==> config.mk <==
export PLATFORM = sky130hd
export DESIGN_NAME = dpram_fifo_ctrl
export DESIGN_NICKNAME = d
export VERILOG_FILES = /design/src/rtl/dpram_fifo_ctrl.sv
export SDC_FILE = /design/constraint.sdc
export NUM_CORES = 1
export LEC_CHECK = 0
export CORE_ASPECT_RATIO = 1.2
export CORE_MARGIN = 2
export CORE_UTILIZATION = 50
export DETAILED_ROUTE_END_ITERATION = 6
export PLACE_DENSITY = 0.86
export SLEW_MARGIN = 20
export SYNTH_ARGS = -nofsm -noshare
export SYNTH_HDL_FRONTEND = slang
export SYNTH_SLANG_ARGS = --single-unit
==> constraint.sdc <==
create_clock -name clk -period 5.34 [get_ports clk]
set_input_delay 1.068 -clock clk [delete_from_list [all_inputs] [get_ports clk]]
set_output_delay 1.068 -clock clk [all_outputs]
set_load 0.02 [all_outputs]
==> src/rtl/dpram_fifo_ctrl.sv <==
// dpram_fifo_ctrl: FIFO controller in front of a single-clock dual-port RAM
// with a registered (1-cycle) read port and no read enable.
//
// Ports:
//   clk, rst_n     clock (rising edge), asynchronous active-low reset
//   flush          synchronous clear of pointers, count and rd_valid
//   wr_en/wr_data  push request and data
//   rd_en          pop request
//   rd_data        popped word (RAM q), qualified by rd_valid
//   full/empty     occupancy flags, count = occupancy
//   ovf/udf        sticky push-while-full / pop-while-empty, cleared by clr_err
//   ram_we, ram_w_addr, ram_d   RAM write port
//   ram_r_addr, ram_q           RAM read port
//
// Optional: define DPRAM_FIFO_CTRL_ALMOST_EN to add registered almost_full /
// almost_empty outputs derived from the next-state count.

module dpram_fifo_ctrl #(
    parameter int Data_width = 8,
    parameter int Addr_width = 10,
    parameter int AF_level   = 2**Addr_width-4,
    parameter int AE_level   = 4
) (
    input  logic                  clk,
    input  logic                  rst_n,
    input  logic                  flush,
    input  logic                  wr_en,
    input  logic [Data_width-1:0] wr_data,
    input  logic                  rd_en,
    output logic [Data_width-1:0] rd_data,
    output logic                  rd_valid,
    output logic                  full,
    output logic                  empty,
    output logic [Addr_width:0]   count,
    output logic                  ovf,
    output logic                  udf,
    input  logic                  clr_err,
`ifdef DPRAM_FIFO_CTRL_ALMOST_EN
    output logic                  almost_full,
    output logic                  almost_empty,
`endif
    output logic                  ram_we,
    output logic [Addr_width-1:0] ram_w_addr,
    output logic [Addr_width-1:0] ram_r_addr,
    output logic [Data_width-1:0] ram_d,
    input  logic [Data_width-1:0] ram_q
);

    localparam logic [Addr_width:0] DEPTH =
        {1'b1, {Addr_width{1'b0}}};
    localparam logic [Addr_width:0] CNT_ONE =
        {{Addr_width{1'b0}}, 1'b1};
    localparam logic [Addr_width-1:0] PTR_ONE =
        {{(Addr_width-1){1'b0}}, 1'b1};

    // Thresholds outside the count range would make the almost flags
    // meaningless; reject such builds at elaboration.
    if (AE_level < 0 || AF_level < 0 ||
        AE_level > 2**Addr_width || AF_level > 2**Addr_width) begin : g_bad_lvl
        $error("dpram_fifo_ctrl: AF_level/AE_level outside 0..DEPTH");
    end

    logic [Addr_width-1:0] r_wptr;
    logic [Addr_width-1:0] r_rptr;
    logic [Addr_width:0]   r_count;
    logic                  r_rd_valid;
    logic                  r_ovf;
    logic                  r_udf;

    logic                  w_full;
    logic                  w_empty;
    logic                  w_push_ok;
    logic                  w_pop_ok;
    logic [Addr_width:0]   w_count_nxt;

    // Acceptance uses the flags as they stand at the start of the cycle;
    // flush overrides both sides.
    assign w_full    = (r_count == DEPTH);
    assign w_empty   = (r_count == '0);
    assign w_push_ok = wr_en & ~w_full & ~flush;
    assign w_pop_ok  = rd_en & ~w_empty & ~flush;

    always_comb begin
        w_count_nxt = r_count;
        if (flush) begin
            w_count_nxt = '0;
        end else begin
            unique case ({w_push_ok, w_pop_ok})
                2'b10:   w_count_nxt = r_count + CNT_ONE;
                2'b01:   w_count_nxt = r_count - CNT_ONE;
                default: w_count_nxt = r_count;
            endcase
        end
    end

    always_ff @(posedge clk or negedge rst_n) begin
        if (!rst_n) begin
            r_wptr     <= '0;
            r_rptr     <= '0;
            r_count    <= '0;
            r_rd_valid <= 1'b0;
        end else begin
            r_count    <= w_count_nxt;
            r_rd_valid <= w_pop_ok;
            if (flush) begin
                r_wptr <= '0;
                r_rptr <= '0;
            end else begin
                if (w_push_ok) r_wptr <= r_wptr + PTR_ONE;
                if (w_pop_ok)  r_rptr <= r_rptr + PTR_ONE;
            end
        end
    end

    // A new error in the same cycle as clr_err wins, so the flag stays set.
    always_ff @(posedge clk or negedge rst_n) begin
        if (!rst_n) begin
            r_ovf <= 1'b0;
            r_udf <= 1'b0;
        end else begin
            if (wr_en && w_full)  r_ovf <= 1'b1;
            else if (clr_err)     r_ovf <= 1'b0;
            if (rd_en && w_empty) r_udf <= 1'b1;
            else if (clr_err)     r_udf <= 1'b0;
        end
    end

`ifdef DPRAM_FIFO_CTRL_ALMOST_EN
    localparam logic [Addr_width:0] AF_L = (Addr_width+1)'(AF_level);
    localparam logic [Addr_width:0] AE_L = (Addr_width+1)'(AE_level);

    logic r_almost_full;
    logic r_almost_empty;

    always_ff @(posedge clk or negedge rst_n) begin
        if (!rst_n) begin
            r_almost_full  <= 1'b0;
            r_almost_empty <= 1'b1;
        end else begin
            r_almost_full  <= (w_count_nxt >= AF_L);
            r_almost_empty <= (w_count_nxt <= AE_L);
        end
    end

    assign almost_full  = r_almost_full;
    assign almost_empty = r_almost_empty;
`endif

    // The RAM registers mem[rptr] every edge, so the word for a pop
    // accepted at edge N is on ram_q during cycle N+1, matching rd_valid.
    assign ram_we     = w_push_ok;
    assign ram_w_addr = r_wptr;
    assign ram_d      = wr_data;
    assign ram_r_addr = r_rptr;

    assign rd_data  = ram_q;
    assign rd_valid = r_rd_valid;
    assign full     = w_full;
    assign empty    = w_empty;
    assign count    = r_count;
    assign ovf      = r_ovf;
    assign udf      = r_udf;

endmodule

* After elaboration in Yosys (flattened, before gate mapping)
Index checks and enable logic that the tools add are counted.
** Cells by class
- $add $sub $neg :: 4
- Eq/ne operators :: 3
- Muxes and demuxes :: 9
- Bitwise gates (word level) :: 7
- Reduce and logical (&&, ||, !) cells :: 8
** Operators by type and width (number)
- two-way mux 10 bit :: 4
- one-hot mux 11 bit (2 select lines) :: 1
- adder 10 x 1 -> 10 bit (second input constant) :: 2
- adder 11 x 1 -> 11 bit (second input constant) :: 1
- equality test 11 bit (second input constant) :: 1
- zero test 11 bit :: 1
- two-way mux 11 bit :: 1
- subtractor 11 x 1 -> 11 bit (second input constant) :: 1
- nonzero test 2 bit :: 4
- bitwise AND 1 bit :: 4
- two-way mux 1 bit :: 3
- inverter 1 bit :: 3
- nonzero test 3 bit :: 1
- equality test 2 x 1 -> 1 bit (second input constant) :: 1
- equality test 2 bit (second input constant) :: 1
- logical AND 1 bit :: 2
** Storage, ports and cells
- Bits in registers :: 34
- Output and inout bits :: 53

* Logic depth before layout (Yosys ltp)
Gate-level depths: netlist of the first run.
- Depth in word-level cells :: 7
- Depth in mapped cells :: 15
- Mapped depth without buffers :: 13

* Worst setup path after synthesis of the first run
OpenSTA, ideal clock, no wires.
- Path type :: input -> register
- From :: in rd_en
- To :: reg r_count[10] (netlist: count[10])
- Setup time :: 99 ps
- Arrival :: 3365 ps
- Required time :: 5241 ps
- Slack :: 1876 ps
- Cell stages on the path :: 13
- Cell sequence :: clkbuf_1 > o21ai_0 > nor2_1 > nand2_1 > inv_1 > ha_1 > buf_2 > a21o_1 > a31o_2 > a21oi_1 > a211oi_1 > a41o_1 > a311oi_1
** Between the ends
- Word-level cells in the longest chain between the ends :: 5
- Elaborated cells on any way between the ends :: 7
** Ends and longest elaborated chain
- start, declared :: line 29 : input logic rd_en,
- bitwise AND 1 bit (*) (2 in series) :: line 81 : assign w_pop_ok = rd_en & ~w_empty & ~flush;
- via w_pop_ok :: line 73 : logic w_pop_ok;
- equality test 2 x 1 -> 1 bit or equality test 2 bit (tied branches) :: line 88 : unique case ({w_push_ok, w_pop_ok})
- one-hot mux 11 bit (2 select lines) :: line 88
- two-way mux 11 bit :: line 85 : if (flush) begin
- end signal, assigned :: line 103 : r_count <= w_count_nxt;
- end, declared :: line 65 : logic [Addr_width:0] r_count;
Mark *: on every way through the listed nets, which the timed path passes. The rest lies on a longest branch.
A chain may end at the register's enable or synchronous reset.

* Final worst setup path of the first run
- From :: in flush
- To :: reg r_count[10] (netlist: count[10])
** Between the ends
- Word-level cells in the longest chain between the ends :: 5
- Elaborated cells on any way between the ends :: 8
** Ends and longest elaborated chain
- start, declared :: line 26 : input logic flush,
- inverter 1 bit (*) :: line 81
- bitwise AND 1 bit (*) :: line 81
- via w_pop_ok :: line 73
- equality test 2 x 1 -> 1 bit or equality test 2 bit (tied branches) :: line 88
- one-hot mux 11 bit (2 select lines) :: line 88
- two-way mux 11 bit :: line 85
Marks and branches as above.

==> results of run 1 <==
## final cells by class
type	count	area, um^2
tap	56	70.1
clock buffer	7	86.3
fill	356	1620
timing repair buffer	44	435
sequential	34	851
inverter	14	52.6
multi-input combinational	182	1210
clock inverter	1	5.00
## worst max path at each step
stage | slack (ns) | to
floorplan | 1.88 | count[10]
global placement | 1.26 | count[10]
detailed placement | 1.18 | count[10]
CTS | 1.47 | count[10]
global route | 1.17 | count[10]
finish | 1.42 | count[10]
## critical path: stages
cell,delay (ns)
clkdlybuf4s50_1,0.47
buf_4,0.33
nor2_1,0.11
nand2_1,0.11
inv_1,0.16
ha_1,0.47
nand4_1,0.16
a211oi_1,0.23
o21ai_0,0.19
a211oi_1,0.34
and4b_1,0.23
a311oi_1,0.22
## report_power, final
group	internal (mW)	leakage [nW]	total (mW)	switching, mW
Clock	0.104	0.0482	0.195	0.0908
Combinational	0.265	0.640	0.607	0.342
Sequential	0.298	0.467	0.359	0.0610
Total	0.667	1.16	1.16	0.494
## cell families after synthesis
| family | Yosys count | synth area share [%] |
|---|---|---|
| AO/OA/AOI/OAI | 48 | 13.7 |
| flip-flops | 34 | 37.4 |
| multiplexers | 7 | 3.08 |
| AND/OR/NAND/NOR | 94 | 21.3 |
| adder cells (fa/ha/maj) | 12 | 6.93 |
| buffers and inverters | 40 | 9.47 |
| XOR/XNOR | 21 | 8.09 |
## metal layers
layer | share of wire [%] | vias up
li1 | - | 944
met1 | 45 | 921
met2 | 49 | 59
met3 | 4.5 | 8
met4 | 1.5 | 0
met5 | 0 | -
## state kept, by name (all words and copies together) (netlist names)
register,flops
udf,1
ram_r_addr,10
rd_valid,1
ram_w_addr,10
ovf,1
count,11
## per-stage QoR
step,power (mW),instances,util [%],setup slack (ns),area [um^2]
2_1_floorplan,0.798,256,-,1.88,2270
3_3_place_gp,0.957,330,60.5,1.26,2620
3_5_place_dp,0.967,330,60.5,1.18,2620
4_1_cts,1.17,338,62.6,1.47,2710
5_1_grt,1.24,338,62.6,1.17,2710
6_report,1.16,338,62.6,1.42,2710
## cells in the final DEF (no fill, tap or decap), drive strengths merged, types with 2 or more instances in the layout
cell,Yosys,final
a211oi,4,4
a21o,3,3
a21oi,15,15
a31oi,2,2
a41oi,2,2
and3,2,2
buf,21,2
clkbuf,5,7
clkdlybuf4s50,0,42
dfrtp,34,34
ha,11,11
inv,14,14
mux2i,7,7
nand2,16,16
nand3,8,8
nand4,12,12
nor2,34,34
nor3,6,6
nor4,2,2
o2111ai,2,2
o21ai,12,12
or2,2,2
or3,6,6
xnor2,10,10
xor2,11,11
==> impl_metrics.toml, run 1 <==
[clock_network]
cts_tree = "yes"
numCtsBuffers = 5
clk_pin_slew_worst_paths_ns = 0.06
post_cts_resized = 0
cts_max_level = 2
cts.sink_count = 34
hold_buffers = 0
clockBufferDepth = 2
clock_latency_ns = 0.29
clock-root-buffer = "clkbuf_8"
post_cts_buffers = 0

[synthesis]
synthDistinctLibCells = 45
synth-main-ff-cell = "dfrtp_1"
ys_seq_elements = 34
yosys.area.top_type = "dfrtp_1"
synth.area.top_cells = "dfrtp_1 (37%), ha_1 (6.1%), nor2_1 (5.6%)"
ys_seq_area_share_pct = 37.4
yosysWarnings = 0
synthArstFlopShare_pct = 100
syn_avg_cell_area_um2 = 8.88
postSynthCellCount = 256
syn-num-nets = 290
synth_edf_count = 0
yosysTopAreaCellShare_pct = 37.4
synth_common_cells = "dfrtp_1 (34), nor2_1 (34), buf_4 (16), nand2_1 (16), a21oi_1 (15)"
syn-cell-area_mm2 = 0.00227

[drt]
viasPerCell = 5.72
drt_iter0_drc = 146
vias = 1932
dr.pass1.iters = 4
avgRoutedWirePerCell_um = 14.2
drc = 0
routed_wl_mm = 4.80
ant_nets = 0

[worst_setup_path]
cp-startpoint = "flush"
crit_fanout = 33
crit_required_ns = 5.53
r2r_start = "count[1]"
timing.rr.end = "count[10]"
reg2reg_depth = 13
endpoint_kind = "flop"
cp.arrival_ns = 4.11
start_kind = "primary input"
rrSetupSlack_ns = 1.70
critPathKind = "in2reg"

[min_path]
hold_path_end = "udf"
min_from = "udf"
worst_hold_path_type = "reg2reg"
min_path_cells = 2

[place]
hpwl_mm = 3.48
portBuffers = 42
place_congestion = 0.848

[grt]
grt_use_total_pct = 20.1
grt-ovfl-total = 0
grt_use_met2_pct = 33.4
antenna_found_initial = 0
globalRouteMet1Util_pct = 25.6
use_met3_pct = 3.48
grt_start_max_net_pins = 35
grt_pass1_vias = 1806
grt-busiest-layer = "met2"
grt_pass1_wl_mm = 8.14

[sta]
rsz0062_at_grt = "no"
maxSlewHeadroom_pct = 60.4
hold_viol = 0
finalHoldWorstSlack_ns = 0.524
drv_slew = 0
setup-violations-final = 0
worst_pin_slew_ns = 0.593
period_share_pct = 73.4
skew_ns = 0.00511
min_period_ns = 3.92
max_freq_mhz = 255
final.setup.tns_ns = 0

[floorplanning]
row_count = 26
coreArea_mm2 = 0.00433
die_x_um = 65.6
fp.dieH_um = 77.9
start_util_pct = 52.5
boundaryPins = 75
dieArea_mm2 = 0.00510

[final_layout]
drive_gt1_share_pct = 5.32
nets = 315
antenna-diode-count = 0
area_delta_synth_final_pct = 19.1

[power_and_ir_drop]
leakage_nw = 1.16
vdd_ir_drop_max_v = 0.000208
p_per_area_mw_per_mm2 = 428

[status]
status = "completed"

[flow_run]
cap_violations = 0
(Power assumes the default switching activity.)
==> run 2, diff against run 1 <==
- CORE_UTILIZATION: 50 -> 46
- PLACE_DENSITY: 0.86 -> 0.8
- clock period: 5.34 -> 3.78 ns (I/O delays scaled with it)
==> run 2 against run 1 <==
- critical path depth did not move
- design area up 4.0%
- register-to-register slack got worse by 1.5 ns
- non-clock buffer count is 9 higher
- largest power group unchanged
==> impl_metrics.toml, run 2 (same netlist as run 1, synthesis figures left out) <==
[clock_network]
numCtsBuffers = 5
cts_max_level = 2
hold_buffers = 0
clk_pin_slew_worst_paths_ns = 0.07
clockBufferDepth = 2
clock-root-buffer = "clkbuf_8"
cts.sink_count = 34
clock_latency_ns = 0.29
cts_tree = "yes"

[floorplanning]
row_count = 28
coreArea_mm2 = 0.00483
die_x_um = 68.2
boundaryPins = 75
fp.dieH_um = 81.0
start_util_pct = 47.0
dieArea_mm2 = 0.00552

[sta]
max_freq_mhz = 282
period_share_pct = 93.9
maxSlewHeadroom_pct = 65.0
setup-violations-final = 0
drv_slew = 0
min_period_ns = 3.55
skew_ns = 0.00631
worst_pin_slew_ns = 0.518
hold_viol = 0

[drt]
drc = 0
routed_wl_mm = 5.29
ant_nets = 0
viasPerCell = 5.62
avgRoutedWirePerCell_um = 15.0
drt_iter0_drc = 124
dr.pass1.iters = 4
vias = 1978

[grt]
use_met3_pct = 5.40
grt-busiest-layer = "met2"
grt_pass1_vias = 2020
antenna_found_initial = 0
grt_use_met2_pct = 35.8
grt_pass1_wl_mm = 8.88
globalRouteMet1Util_pct = 24.0
grt-ovfl-total = 0
grt_start_max_net_pins = 35
grt_use_total_pct = 21.1

[worst_setup_path]
cp.arrival_ns = 3.77
slowest_delay_ns = 0.54
crit_chain = "nor4_4 > nand3_1 > o21ai_1 > nor2_1 > nand2_1 > clkinvlp_4 > ha_1 > o21ai_0 > o21ai_0 > a2111oi_0 > or4_1 > a21oi_1"
start_kind = "flop"
crit_top_cell = "o21ai_0"
crit_fanout = 5
rrSetupSlack_ns = 0.23
crit_slowest_cell = "or4_1"
critPathKind = "reg2reg"
crit_required_ns = 4.00
endpoint_kind = "flop"

[final_layout]
regArea_um2 = 851
layout_common_cells = "clkdlybuf4s50_1 (42), nor2_1 (34), dfrtp_1 (34)"
area_delta_synth_final_pct = 23.9
antenna-diode-count = 0
nets = 325
largest_register_ffs = 11
final_common_cell = "clkdlybuf4s50_1"
final_util_pct = 58.3
multi_input_area_mm2 = 0.00123
fill_cells = 452
drive_gt1_share_pct = 10.3

[power_and_ir_drop]
p_per_area_mw_per_mm2 = 622
vdd_ir_drop_max_v = 0.000326
p_comb_share_pct = 55.0
swShare_pct = 42.1
seq_power_share_pct = 28.8
p_switching_uw = 737
cell_internal_pwr_mw = 1.01
clkPwrFrac_pct = 16.2
leakage_nw = 1.18
power_mw = 1.75

[flow_run]
cap_violations = 0

[min_path]
worst_hold_path_type = "reg2reg"

[place]
hpwl_mm = 3.86
portBuffers = 42
place_congestion = 0.939

[status]
status = "completed"
[run 2: area by class of cell]
class	instances	share of cell area (%)
Clock buffer	7	3.07
Clock inverter	1	0.178
Inverter	14	2.00
Multi-Input combinational cell	182	43.8
Sequential cell	34	30.2
Tap cell	60	2.67
Timing Repair Buffer	53	17.9
Timing Repair inverter	1	0.267
[run 2: layer usage]
metal / share of wire, % / vias to the layer above
li1: - / 953
met1: 41 / 959
met2: 52 / 53
met3: 4.6 / 13
met4: 2.3 / 0
met5: 0 / -
[run 2: path summary, 6_finish.rpt]
kind	start	end	depth (start not counted)
worst min-delay path	udf	udf	2
min in group asynchronous	rst_n	ram_r_addr[8]	2
worst max-delay path	count[6]	count[9]	12
worst min register to register	udf	udf	2
max in group asynchronous	rst_n	count[5]	2
worst max register to register	count[6]	count[9]	12
[run 2: critical path: cells and delay by family, from the launching register on]
kind,cells,cell delay [ns]
buffers and inverters,1,0.22
DFF,1,0.44
and+or+nand+nor,5,1.39
adders and majority gates,1,0.41
AOI/OAI and AO/OA,5,1.03
[run 2: power groups by stage]
stage               Clock, mW  Sequential (mW)  Combinational, mW
CTS                     0.291            0.504              0.918
global route            0.309            0.516               1.06
floorplan                   0            0.565              0.562
finish                  0.284            0.505              0.963
detailed placement          0            0.510              0.912
global placement            0            0.509              0.898
[run 2: timing repair]
action                                  in CTS  in global routing
buffers inserted                             0                  2
gates resized for setup                      0                  8
endpoints found under the setup margin       0                  2
[run 2: through the flow]
step                hold WS [ns]  cells  setup slack [ns]  cell area, um^2  TNS [ns]
global placement           0.518    341             0.219             2670         0
floorplan                  0.460    256             0.495             2270         0
detailed placement         0.516    341             0.113             2670         0
finish                     0.524    352             0.232             2820         0
CTS                        0.529    349             0.209             2770         0
global route               0.570    352           -0.0102             2820   -0.0150
